### src/rtl/ifetch.sv
// ----------------------------------------------------------------------------
// ifetch: instruction fetch stage sitting directly in front of decode.
//
// Reads one INST_WIDTH instruction from byte-wide instruction memory, one
// M_WIDTH beat at a time, low byte first. The beats are collected in a shadow
// register. When the last beat arrives, the assembled word and its PC are
// registered onto inst/pc and ready pulses for one cycle. The block also owns
// the program counter: it increments sequentially, and the execute stage can
// redirect it through pc_load/pc_next for jumps and branches.
//
// Optional feature, off by default:
//   IFETCH_ALIGN_CHECK_EN - when defined, a fetch request at a PC that is not
//   instruction-aligned skips memory and raises a one-cycle fault pulse in
//   place of ready. When undefined, fault is tied low and a misaligned PC
//   simply fetches the next BEATS consecutive bytes.
// ----------------------------------------------------------------------------
module ifetch #(
    parameter int M_WIDTH    = 8,
    parameter int ADDR_WIDTH = 8,
    parameter int INST_WIDTH = 32,
    parameter logic [ADDR_WIDTH-1:0] RESET_PC = '0
) (
    input  logic                  clk,
    input  logic                  rst,
    input  logic                  en,
    input  logic                  pc_load,
    input  logic [ADDR_WIDTH-1:0] pc_next,
    output logic [ADDR_WIDTH-1:0] mem_addr,
    output logic                  mem_rd,
    input  logic [M_WIDTH-1:0]    mem_data,
    input  logic                  mem_ack,
    output logic [INST_WIDTH-1:0] inst,
    output logic [ADDR_WIDTH-1:0] pc,
    output logic                  ready,
    output logic                  busy,
    output logic                  fault
);

    // Number of memory beats that make up one instruction.
    localparam int BEATS  = INST_WIDTH / M_WIDTH;
    localparam int BEAT_W = (BEATS > 1) ? $clog2(BEATS) : 1;
    localparam logic [BEAT_W-1:0]     LAST_BEAT = BEAT_W'(BEATS - 1);
    localparam logic [ADDR_WIDTH-1:0] PC_STEP   = ADDR_WIDTH'(BEATS);
    localparam logic [ADDR_WIDTH-1:0] ADDR_ONE  = ADDR_WIDTH'(1);
    localparam logic [BEAT_W-1:0]     BEAT_ONE  = BEAT_W'(1);

    typedef enum logic [1:0] {
        S_IDLE  = 2'd0,
        S_FETCH = 2'd1,
        S_DONE  = 2'd2
    } state_t;

    state_t                  state;
    logic [ADDR_WIDTH-1:0]   pc_reg;       // architectural PC: next instruction to fetch
    logic [BEAT_W-1:0]       beat;         // index of the beat currently being read
    logic [INST_WIDTH-1:0]   shadow;       // partially assembled instruction
    logic [INST_WIDTH-1:0]   shadow_next;  // shadow with the current beat merged in
    logic [ADDR_WIDTH-1:0]   fetch_pc;     // PC a fetch started this cycle would use
    logic                    align_fault;  // fetch request rejected as misaligned
    logic                    start_fetch;  // accepted fetch request in IDLE

    // Fetch address: a redirect in the same cycle as en takes effect first.
    always_comb begin
        fetch_pc = pc_load ? pc_next : pc_reg;
    end

`ifdef IFETCH_ALIGN_CHECK_EN
    // Reject requests whose PC is not aligned to a whole instruction.
    always_comb begin
        align_fault = en && (fetch_pc[BEAT_W-1:0] != '0);
    end
`else
    // Without the alignment check, every request is accepted.
    always_comb begin
        align_fault = 1'b0;
    end
`endif

    // A request only starts a memory fetch when it passes the alignment check.
    always_comb begin
        start_fetch = en && !align_fault;
    end

    // Merge the incoming memory byte into its slot of the instruction word.
    always_comb begin
        // NOTE: every signal assigned in always_comb gets a default first, so no latch is inferred.
        shadow_next = shadow;
        for (int i = 0; i < BEATS; i++) begin
            if (beat == BEAT_W'(i)) begin
                shadow_next[i*M_WIDTH +: M_WIDTH] = mem_data;
            end
        end
    end

    // Fetch FSM: owns the PC, issues the beats, and publishes inst/pc/ready.
    always_ff @(posedge clk or posedge rst) begin
        if (rst) begin
            // NOTE: the shadow register is cleared on reset as well, so no stale data is ever observable.
            state    <= S_IDLE;
            pc_reg   <= RESET_PC;
            beat     <= '0;
            mem_addr <= RESET_PC;
            mem_rd   <= 1'b0;
            shadow   <= '0;
            inst     <= '0;
            pc       <= RESET_PC;
            ready    <= 1'b0;
            busy     <= 1'b0;
        end else begin
            // NOTE: sequential state uses non-blocking assignments only; ready defaults low so it is a single-cycle pulse.
            ready <= 1'b0;

            case (state)
                S_IDLE: begin
                    if (pc_load) begin
                        pc_reg <= pc_next;
                    end
                    if (start_fetch) begin
                        state    <= S_FETCH;
                        beat     <= '0;
                        mem_addr <= fetch_pc;
                        mem_rd   <= 1'b1;
                        busy     <= 1'b1;
                    end
                end

                S_FETCH: begin
                    if (pc_load) begin
                        // Redirect aborts the fetch. Any beat acked this cycle is dropped.
                        state  <= S_IDLE;
                        mem_rd <= 1'b0;
                        busy   <= 1'b0;
                        pc_reg <= pc_next;
                    end else if (mem_ack) begin
                        shadow <= shadow_next;
                        if (beat == LAST_BEAT) begin
                            // Last beat: publish the word. ready is visible during the DONE cycle.
                            state  <= S_DONE;
                            mem_rd <= 1'b0;
                            inst   <= shadow_next;
                            pc     <= pc_reg;
                            ready  <= 1'b1;
                        end else begin
                            beat     <= beat + BEAT_ONE;
                            mem_addr <= mem_addr + ADDR_ONE;
                        end
                    end
                end

                S_DONE: begin
                    // The ready pulse is already on the outputs during this cycle.
                    // A redirect arriving now still wins over the sequential increment.
                    state  <= S_IDLE;
                    busy   <= 1'b0;
                    pc_reg <= pc_load ? pc_next : pc_reg + PC_STEP;
                end

                default: begin
                    state  <= S_IDLE;
                    mem_rd <= 1'b0;
                    busy   <= 1'b0;
                end
            endcase
        end
    end

`ifdef IFETCH_ALIGN_CHECK_EN
    // One-cycle fault pulse for a misaligned request seen in IDLE.
    always_ff @(posedge clk or posedge rst) begin
        if (rst) begin
            fault <= 1'b0;
        end else begin
            fault <= (state == S_IDLE) && align_fault;
        end
    end
`else
    assign fault = 1'b0;
`endif

endmodule

### config.mk
export PLATFORM = sky130hd
export DESIGN_NAME = ifetch
export DESIGN_NICKNAME = d
export VERILOG_FILES = /design/src/rtl/ifetch.sv
export SDC_FILE = /design/constraint.sdc
export NUM_CORES = 1
export LEC_CHECK = 0
export ABC_AREA = 0
export BUFFER_PORTS_ARGS = -buffer_cell sky130_fd_sc_hd__buf_2
export CAP_MARGIN = 30
export CORE_UTILIZATION = 58
export DETAILED_ROUTE_END_ITERATION = 12
export PLACE_DENSITY = 0.82
export SYNTH_ARGS = -nofsm -noshare
export SYNTH_HDL_FRONTEND = slang
export SYNTH_SLANG_ARGS = --single-unit
### constraint.sdc
create_clock -name clk -period 6.82 [get_ports clk]
set_input_delay 1.023 -clock clk [delete_from_list [all_inputs] [get_ports clk]]
set_output_delay 1.023 -clock clk [all_outputs]
set_load 0.005 [all_outputs]
-- Word-level counts from Yosys, hierarchy flattened
Index checks and enable logic that the tools add are counted.
- bitwise operators: 2
- $add $sub $neg: 3
- equal/unequal tests: 12
- reduce and logical (&&, ||, !) cells: 11
- multiplexer cells: 33
- operators with widths (kind ; count):
    $mux W8 ; 10
    $pmux W8 S2 ; 2
    $mux W2 ; 8
    $ne A2 B2 Y1 const B ; 5
    $mux W1 ; 9
    $add A8 B1 Y8 const B ; 1
    $add A8 B3 Y8 const B ; 1
    $pmux W2 S2 ; 2
    $reduce_and A4 Y1 ; 2
    $eq A2 B2 Y1 const B ; 3
    $ne A3 B3 Y1 const B ; 2
    $reduce_and A3 Y1 ; 2
    $reduce_and A5 Y1 ; 1
    $eq A2 B1 Y1 const B ; 2
    $logic_not A2 Y1 ; 2
    $reduce_bool A2 Y1 ; 2
    $pmux W1 S3 ; 1
    $add A2 B1 Y2 const B ; 1
    $not A1 Y1 ; 2
    $pmux W1 S2 ; 1
    $reduce_and A2 Y1 ; 1
    $reduce_or A2 Y1 ; 1
- output and inout port bits: 52
- word-level logic and storage cells: 71
- bits in registers: 95
- bits of input ports: 21

-- Depth between registers and ports, before layout
Gate-level depths: netlist (run 1).
- word-level depth: 5
- gate-level depth with buffers: 7
- mapped depth without buffers: 5

-- Least setup slack after synthesis (run 1)
Ideal clock, no wire load.
- path type: input port to flip-flop
- start point: in pc_load
- end point: reg inst[5]
- buffers on the path: 2
- setup time: 0.125 ns
- data arrival time: 2.153 ns
- cell stages on the path: 6
- path slack: 4.542 ns
- data required time: 6.695 ns
- path through: buf_2 > nor3b_4 > nand2_2 > clkinv_2 > buf_6 > mux2_2
- longest elaborated chain between the ends: 2
- RTL lines (what ; line ; source):
    start, declared ; 26 ; input logic pc_load,
    $not A1 Y1 (no line) ; - ;
    $reduce_and A4 Y1 (no line) ; - ;
    end signal, assigned ; 140 ; inst <= shadow_next;
    end, declared ; 32 ; output logic [INST_WIDTH-1:0] inst,
No other way between the ends.
A chain may end at the register's enable or synchronous reset.

-- Worst setup path after layout (run 1)
- start point: in pc_load
- end point: reg inst[15]
Same word-level chain as after synthesis.

==> results.cfg, run 1 <==
[detailed_routing]
drt_first_pass_iters = 5
wire_per_inst_um = 16.5
drt_drc_violations_left = 0
dr.first_iter.drc_count = 162
postRouteWirelength_um = 8040
ant_nets = 0
drt-vias-per-instance = 5.61
dr_total_vias = 2727

[clocking]
cts_hold_buffers = 0
h-tree-depth = 3
cts_root_buf = sky130_fd_sc_hd__clkbuf_8
cts_tree = built
clock_sinks = 87
cts_buffer_depth = 2
clkLatencyLatePin_ps = 360
worst_setup_hold_path_clk_slew_ps = 90
cts_buffers = 9
cts_post_setup_buffers_inserted = 0
cts.repair.resized = 0

[power]
power.share.sequential = 0.473
power.net_switching_uw = 434
post-layout-total-power_mw = 1.56
max-vdd-ir-drop_mv = 0.194
power.share.switching = 0.279
power-per-cell-area_nw_per_um2 = 326
comb_power_share = 0.245
power_leakage_nw = 2.44
p_int_mw = 1.13
p_clk_frac = 0.282

[yosys]
syn_area_cell_um2 = 13.0
yosys.cell_types.count = 49
synth_seq_area_share = 0.528
synth_enable_flop_cells = 0
mapped_cells = 317
synth.net_count = 344
ys.flop_type = sky130_fd_sc_hd__dfrtp_1
yosysWarningCount = 0
synth-seq-cells = 87
mappedNetlistArea_um2 = 4120
fraction_of_synthesis_flops_using_an_asynchronous_set_or_reset_pin = 1.00

[sta]
final_period_minus_worst_setup_slack_ps = 2800
period_share = 0.410
fin_worst_hold_slack_ps = 489
slew_headroom = 0.436
setup_repair_after_global_routing_missed_its_margin = no
final_max_slew_viol_count = 0
fmaxAchievable_ghz = 0.358
timing.final.hold_violations = 0
timing_worst_slew_pin_value_ps = 845
fin_setup_tns_ps = 0
setup-violations-final = 0
largest_clock_skew_in_the_final_design_ps = 18.4
worst_slack_ps = 4020

[cells_and_area]
diodes = 0
finish.net_count = 412
syn_to_final_growth_pct = 15.9
layout.cells.most_common_list = sky130_fd_sc_hd__dfrtp_1, sky130_fd_sc_hd__buf_2, sky130_fd_sc_hd__mux2_2
mostFrequentLayoutCell = sky130_fd_sc_hd__dfrtp_1
fillers = 509
post-route-util = 0.699
multiInputGateArea_um2 = 1790
fin_cells = 486
regArea_um2 = 2180
stdcell_area_um2 = 4780
largest_register_ffs = 32
final_layout_size_suffix_gt1_frac = 0.449

[global_routing]
grt.overflow.total = 0
vias_in_the_first_global_route = 2645
grt_pass1_wl_um = 13400
maximum_number_of_pins_on_one_net_before_global_route_repair = 72
antenna_found_initial = 0
grt_resource_usage_total = 0.238

[placed_design]
post-dp-hpwl_um = 5500
dp.cells = 470
dpl_worst_slack_ps = 3660
io_buffer_count = 71
gp_congestion = 0.867
placedInstanceArea_um2 = 4530

[die]
num_rows = 30
pin_count = 73
floorplan.core_area_um2 = 6830
fp.dieW_um = 86.3
initial_core_util = 0.603
chipHeight_um = 86.3
area_enclosed_by_the_die_boundary_um2 = 7450

[worst_setup_path]
end_kind = register
category_of_the_most_critical_setup_path = input pin to register
critPathArrivalTime_ps = 3030
start_kind = input pin
crit_path_max_fanout = 29
cp_data_required_time_ps = 7050

[min_path]
hp-class = register to register

[status]
result_of_the_run = completed

[flow_run]
maxCapViolCount = 0
==> layout make-up <==
class,instances,share of cell area
repair buffers,73,0.0817
clock inverters,6,0.0241
well taps,96,0.0251
flip-flops and latches,87,0.456
multi-input cells,202,0.375
clock buffers,10,0.0288
inverters,12,0.00995
==> path summary, 6_finish.rpt <==
kind,from,endpoint,slack (ps),cells past startpoint
min in group asynchronous,rst,pc[3],670,3
max reg2reg,state[0],inst[7],4130,5
min,inst[14],inst[14],490,1
min reg2reg,inst[14],inst[14],490,1
max in group asynchronous,rst,inst[7],5530,4
max,pc_load,inst[15],4020,5
==> synthesized netlist by cell type (2+ instances only) <==
master	number	area share
sky130_fd_sc_hd__a21oi_1	18	0.022
sky130_fd_sc_hd__a31oi_1	2	0.0030
sky130_fd_sc_hd__a32oi_1	2	0.0043
sky130_fd_sc_hd__and3_1	4	0.0061
sky130_fd_sc_hd__buf_1	4	0.0036
sky130_fd_sc_hd__buf_2	2	0.0024
sky130_fd_sc_hd__buf_4	2	0.0036
sky130_fd_sc_hd__buf_6	5	0.014
sky130_fd_sc_hd__clkbuf_1	3	0.0027
sky130_fd_sc_hd__dfrtp_1	87	0.53
sky130_fd_sc_hd__ha_1	6	0.018
sky130_fd_sc_hd__inv_1	11	0.010
sky130_fd_sc_hd__mux2_1	16	0.044
sky130_fd_sc_hd__mux2_2	64	0.17
sky130_fd_sc_hd__mux2_4	12	0.044
sky130_fd_sc_hd__mux2i_1	2	0.0049
sky130_fd_sc_hd__nand2_1	11	0.010
sky130_fd_sc_hd__nand2_2	4	0.0061
sky130_fd_sc_hd__nand3_1	7	0.0085
sky130_fd_sc_hd__nor2_1	5	0.0046
sky130_fd_sc_hd__nor2b_1	5	0.0076
sky130_fd_sc_hd__o21ai_0	14	0.017
sky130_fd_sc_hd__o22ai_1	4	0.0061
sky130_fd_sc_hd__o32a_1	2	0.0049
==> metal layers <==
layer | track usage | share of wire | vias up
li1 | - | - | 1278
met3 | 0.0438 | 0.038 | 12
met5 | 0 | 0 | -
met1 | 0.343 | 0.48 | 1360
met4 | 0.0924 | 0.015 | 0
met2 | 0.362 | 0.46 | 77
==> cells by family after synthesis <==
kind of cell / Yosys count / share of synthesized area
adders and majority gates: 6 / 0.0182
DFF: 87 / 0.528
buffers and inverters: 28 / 0.0373
other: 1 / 0.000910
and+or+nand+nor: 47 / 0.0668
AOI/OAI and AO/OA: 54 / 0.0814
muxes: 94 / 0.267
==> critical path, cell delays in order <==
cell	delay (ps)
sky130_fd_sc_hd__buf_2	380
sky130_fd_sc_hd__nor3b_4	130
sky130_fd_sc_hd__nand2_2	410
sky130_fd_sc_hd__clkinv_2	570
sky130_fd_sc_hd__mux2_1	480
==> power groups by stage <==
stage                     Sequential [mW]  Combinational, mW  Clock, mW
after global routing                0.758              0.424      0.468
after floorplan                     0.726              0.272          0
after detailed placement            0.747              0.385          0
final                               0.738              0.382      0.440
after CTS                           0.737              0.387      0.446
after global placement              0.736              0.368          0
Power figures use the tool's default switching activity.
==> run 2: changes to the inputs <==
--- a/config.mk
+++ b/config.mk
@@ -8,9 +8,9 @@
 export ABC_AREA = 0
 export BUFFER_PORTS_ARGS = -buffer_cell sky130_fd_sc_hd__buf_2
 export CAP_MARGIN = 30
-export CORE_UTILIZATION = 58
+export CORE_UTILIZATION = 50
 export DETAILED_ROUTE_END_ITERATION = 12
-export PLACE_DENSITY = 0.82
+export PLACE_DENSITY = 0.75
 export SYNTH_ARGS = -nofsm -noshare
 export SYNTH_HDL_FRONTEND = slang
 export SYNTH_SLANG_ARGS = --single-unit
==> constraint.sdc (replaced) <==
create_clock -name clk -period 2.4 [get_ports clk]
set_input_delay 0.36 -clock clk [delete_from_list [all_inputs] [get_ports clk]]
set_output_delay 0.36 -clock clk [all_outputs]
set_load 0.005 [all_outputs]
==> run 2 against run 1 <==
Combinational power rose to 2.9 times the previous value; critical path depth did not move; cell area fell by 1.1%; clock skew fell by 11 ps; hold slack got worse by 360 ps; sequential power rose to 2.8 times the previous value; core utilization fell by 9.7 points; flip-flop and latch count did not move; first-iteration DRC count fell by 7.4%.
==> results.cfg, run 2 (synthesis gave the netlist of run 1 again) <==
[power]
p_int_mw = 2.86
max-vdd-ir-drop_mv = 0.377
p_clk_frac = 0.223
power-per-cell-area_nw_per_um2 = 868
power.share.switching = 0.304
comb_power_share = 0.266
power.share.sequential = 0.511
power.net_switching_mw = 1.25
power_leakage_nw = 2.41

[detailed_routing]
wire_per_inst_um = 16.6
dr_total_vias = 2742
ant_nets = 0
drt_drc_violations_left = 0
postRouteWirelength_um = 8210
drt_first_pass_iters = 4
dr.first_iter.drc_count = 150
drt-vias-per-instance = 5.54

[global_routing]
grt.overflow.total = 0
maximum_number_of_pins_on_one_net_before_global_route_repair = 88
antenna_found_initial = 0
grt_pass1_wl_um = 13300
vias_in_the_first_global_route = 2617
grt_resource_usage_total = 0.204

[sta]
timing.final.hold_violations = 0
fin_setup_tns_ps = 0
final_max_slew_viol_count = 0
largest_clock_skew_in_the_final_design_ps = 7.79
period_share = 0.839
timing_worst_slew_pin_value_ps = 651
fmaxAchievable_ghz = 0.497
final_period_minus_worst_setup_slack_ps = 2010
setup-violations-final = 0
slew_headroom = 0.563
fin_worst_hold_slack_ps = 132
setup_repair_after_global_routing_missed_its_margin = no

[cells_and_area]
syn_to_final_growth_pct = 14.6
post-route-util = 0.602
layout.cells.most_common_list = sky130_fd_sc_hd__dfrtp_1, sky130_fd_sc_hd__buf_2, sky130_fd_sc_hd__mux2_2
finish.net_count = 415
mostFrequentLayoutCell = sky130_fd_sc_hd__dfrtp_1
diodes = 0
largest_register_ffs = 32
fin_cells = 495
final_layout_size_suffix_gt1_frac = 0.450

[die]
floorplan.core_area_um2 = 7850
num_rows = 32
chipHeight_um = 92.8
fp.dieW_um = 92.8
initial_core_util = 0.525
area_enclosed_by_the_die_boundary_um2 = 8610
pin_count = 73

[placed_design]
post-dp-hpwl_um = 5670
gp_congestion = 0.854
dp.cells = 479
io_buffer_count = 71

[worst_setup_path]
crit_chain = nand2b_4, nor3b_4, nand2_2, clkinv_2, mux2_2
cpMaxStageDelayCell = sky130_fd_sc_hd__dfrtp_1
r2r.worst_path.cells = 5
crit_path_max_fanout = 29
critPathBufInv = 1
reg2reg_from = state[0]
start_kind = register
end_kind = register
critPathArrivalTime_ps = 2260
critical_register_to_register_path_endpoint = inst[23]
worst-r2r-setup-slack_ps = 390
category_of_the_most_critical_setup_path = register to register
cp_data_required_time_ps = 2650
timing.critical_path.slowest_cell_delay_ps = 670
timing.critical_path.max_delay_family = flip-flops
cp-startpoint = state[0]

[clocking]
cts_tree = built
clkLatencyLatePin_ps = 350
cts_buffers = 9
cts_post_setup_buffers_inserted = 0
worst_setup_hold_path_clk_slew_ps = 90
cts.repair.resized = 0
h-tree-depth = 3
cts_buffer_depth = 2
cts_root_buf = sky130_fd_sc_hd__clkbuf_8
cts_hold_buffers = 0
clock_sinks = 87

[flow_run]
maxCapViolCount = 0

[min_path]
hp-class = input pin to asynchronous set/reset pin

[status]
result_of_the_run = completed
run 2: cell type report:
class / count / area [um^2]
Inverter: 12 / 50.0
Timing Repair Buffer: 76 / 405
Clock buffer: 10 / 128
Fill cell: 669 / 3120
Clock inverter: 6 / 46.3
Sequential cell: 87 / 2180
Multi-Input combinational cell: 202 / 1790
Tap cell: 102 / 128
run 2: worst max path at each step:
| stage | end | slack (ps) | cells past startpoint |
|---|---|---|---|
| floorplan | inst[16] | 700 | 5 |
| global placement | inst[18] | 440 | 5 |
| detailed placement | inst[7] | 390 | 5 |
| CTS | inst[7] | 390 | 5 |
| global route | inst[21] | 240 | 5 |
| finish | inst[23] | 390 | 5 |
run 2: through the flow:
step / setup WS (ps) / instance area, um^2 / power (mW)
floorplan: 699 / 4130 / 2.83
global placement: 445 / 4550 / 3.16
detailed placement: 390 / 4550 / 3.22
CTS: 386 / 4720 / 4.15
global route: 237 / 4720 / 4.36
finish: 387 / 4720 / 4.10
run 2: power by group through the flow:
stage	Sequential, mW	Combinational, mW	Clock (mW)
3_3_place_gp	2.10	1.06	0
3_5_place_dp	2.12	1.10	0
2_1_floorplan	2.06	0.772	0
4_1_cts	2.10	1.11	0.946
5_1_grt	2.15	1.20	1.01
6_report	2.10	1.09	0.915
run 2: tightest hold or removal path, stage by stage:
cell and delay [ps]:
sky130_fd_sc_hd__buf_2 110, sky130_fd_sc_hd__clkinvlp_4 70, sky130_fd_sc_hd__buf_12 370
run 2: layer usage:
layer,vias up,share of wire,wire [um],track usage
met3,9,0.050,414,0.0394
met4,0,0.017,139,0.0846
met5,-,0,0,0
li1,1295,-,-,-
met1,1362,0.47,3820,0.287
met2,76,0.47,3830,0.309
==> run 3: changes to the inputs <==
--- a/config.mk
+++ b/config.mk
@@ -8,9 +8,9 @@
 export ABC_AREA = 0
 export BUFFER_PORTS_ARGS = -buffer_cell sky130_fd_sc_hd__buf_2
 export CAP_MARGIN = 30
-export CORE_UTILIZATION = 50
+export CORE_UTILIZATION = 55
 export DETAILED_ROUTE_END_ITERATION = 12
-export PLACE_DENSITY = 0.75
+export PLACE_DENSITY = 0.79
 export SYNTH_ARGS = -nofsm -noshare
 export SYNTH_HDL_FRONTEND = slang
 export SYNTH_SLANG_ARGS = --single-unit
==> constraint.sdc (replaced) <==
create_clock -name clk -period 1.96 [get_ports clk]
set_input_delay 0.294 -clock clk [delete_from_list [all_inputs] [get_ports clk]]
set_output_delay 0.294 -clock clk [all_outputs]
set_load 0.005 [all_outputs]
==> run 3 against run 2 <==
Count of clock-buffer cells in the layout unchanged; fmax up 10%; largest cell class unchanged; die area down 8.9%; non-clock buffer count up 7; final cell count up 0.81%; sequential power up 21%; clock power up 25%; critical path depth unchanged; clock skew about the same; highest routed layer unchanged; core utilization up 6.0 points; global-route usage up 1.8 points; first-iteration DRC count down 5.3%.
==> results.cfg, run 3 (synthesis gave the netlist of run 1 again) <==
[detailed_routing]
dr.first_iter.drc_count = 142
drt_drc_violations_left = 0
dr_total_vias = 2769
ant_nets = 0
wire_per_inst_um = 16.4
postRouteWirelength_um = 8180
drt-vias-per-instance = 5.55
drt_first_pass_iters = 4

[clocking]
clock_sinks = 87
cts_buffer_depth = 2
cts_root_buf = sky130_fd_sc_hd__clkbuf_8
worst_setup_hold_path_clk_slew_ps = 90
h-tree-depth = 3
cts_post_setup_buffers_inserted = 0
clkLatencyLatePin_ps = 360
cts_hold_buffers = 0
cts_buffers = 9
cts_tree = built

[sta]
fin_worst_hold_slack_ps = 48.6
timing.final.hold_violations = 0
setup_repair_after_global_routing_missed_its_margin = no
largest_clock_skew_in_the_final_design_ps = 8.22
final_max_slew_viol_count = 0
period_share = 0.934
fmaxAchievable_ghz = 0.546
worst_slack_ps = 129
final_period_minus_worst_setup_slack_ps = 1830
setup-violations-final = 0
fin_setup_tns_ps = 0

[worst_setup_path]
critPathBufInv = 0
cp_data_required_time_ps = 2210
crit_chain = ha_1, nor4bb_2, o21a_1, o21ai_0, a22o_1
critPathArrivalTime_ps = 2080
timing.critical_path.max_delay_family = compound AO/OA/AOI/OAI gates
timing.critical_path.slowest_cell_delay_ps = 430
worst-r2r-setup-slack_ps = 130
cpMaxStageDelayCell = sky130_fd_sc_hd__dfrtp_1
crit_path_max_fanout = 8
start_kind = register
end_kind = register
category_of_the_most_critical_setup_path = register to register

[placed_design]
post-dp-hpwl_um = 5690
placedInstanceArea_um2 = 4610
gp_congestion = 0.864
io_buffer_count = 71
dp.cells = 483
dpl_worst_slack_ps = 157

[cells_and_area]
stdcell_area_um2 = 4800
layout.cells.most_common_list = sky130_fd_sc_hd__dfrtp_1, sky130_fd_sc_hd__buf_2, sky130_fd_sc_hd__mux2_2
post-route-util = 0.662
final_layout_size_suffix_gt1_frac = 0.465
mostFrequentLayoutCell = sky130_fd_sc_hd__dfrtp_1
diodes = 0
largest_register_ffs = 32
fin_cells = 499
fillers = 577
finish.net_count = 422
syn_to_final_growth_pct = 16.5

[power]
post-layout-total-power_mw = 5.08
max-vdd-ir-drop_mv = 0.535
power-per-cell-area_nw_per_um2 = 1060
power_leakage_nw = 2.46
power.share.switching = 0.304
p_clk_frac = 0.223
p_int_mw = 3.54
power.net_switching_mw = 1.55
power.share.sequential = 0.503
comb_power_share = 0.274

[die]
num_rows = 31
fp.dieW_um = 88.6
pin_count = 73
chipHeight_um = 88.6
floorplan.core_area_um2 = 7250
area_enclosed_by_the_die_boundary_um2 = 7840
initial_core_util = 0.568

[min_path]
hp-class = input pin to asynchronous set/reset pin

[global_routing]
maximum_number_of_pins_on_one_net_before_global_route_repair = 88
grt_busiest_layer = met2
use_met1 = 0.312
groute.layer.met3.usage = 0.0410
antenna_found_initial = 0
grt.overflow.total = 0
grt_resource_usage_total = 0.222
use_met2 = 0.349
vias_in_the_first_global_route = 2698
grt_pass1_wl_um = 13000

[status]
result_of_the_run = completed

[flow_run]
maxCapViolCount = 0
==> run 3: area by class of cell <==
cell class,instances,area (um^2),share of cell area
flip-flops and latches,87,2180,0.453
clock inverters,6,53.8,0.0112
well taps,99,124,0.0258
clock buffers,10,128,0.0266
repair buffers,83,470,0.0979
inverters,12,50.0,0.0104
multi-input cells,202,1800,0.375
==> run 3: path summary, 6_finish.rpt <==
check | startpoint | end | cells after the start
min | rst | inst[19] | 3
max reg2reg | beat[1] | mem_addr[3] | 5
min in group clk | pc_next[1] | pc_reg[1] | 2
max | beat[1] | mem_addr[3] | 5
max in group asynchronous | rst | pc_reg[5] | 3
min reg2reg | inst[9] | inst[9] | 1
==> run 3: worst reg2reg max path, delay by kind of cell (launching register included) <==
kind	cells	cell delay [ps]
AOI/OAI and AO/OA	3	660
adders and majority gates	1	260
DFF	1	430
and+or+nand+nor	1	380
==> run 3: power groups by stage <==
stage	clock network, mW	registers [mW]	logic [mW]
2_1_floorplan	0	2.53	0.946
3_3_place_gp	0	2.55	1.35
3_5_place_dp	0	2.59	1.39
4_1_cts	1.17	2.55	1.41
5_1_grt	1.24	2.62	1.53
6_report	1.14	2.55	1.39
==> run 3: routing by layer <==
metal,vias to the layer above,share of wire
met5,-,0
met4,0,0.012
met3,11,0.043
met2,77,0.47
met1,1381,0.47
li1,1300,-
==> run 3: what timing repair did <==
item	4_1_cts	5_1_grt
resized for setup	0	2
setup endpoints to repair	0	6
endpoints found under the hold margin	0	0
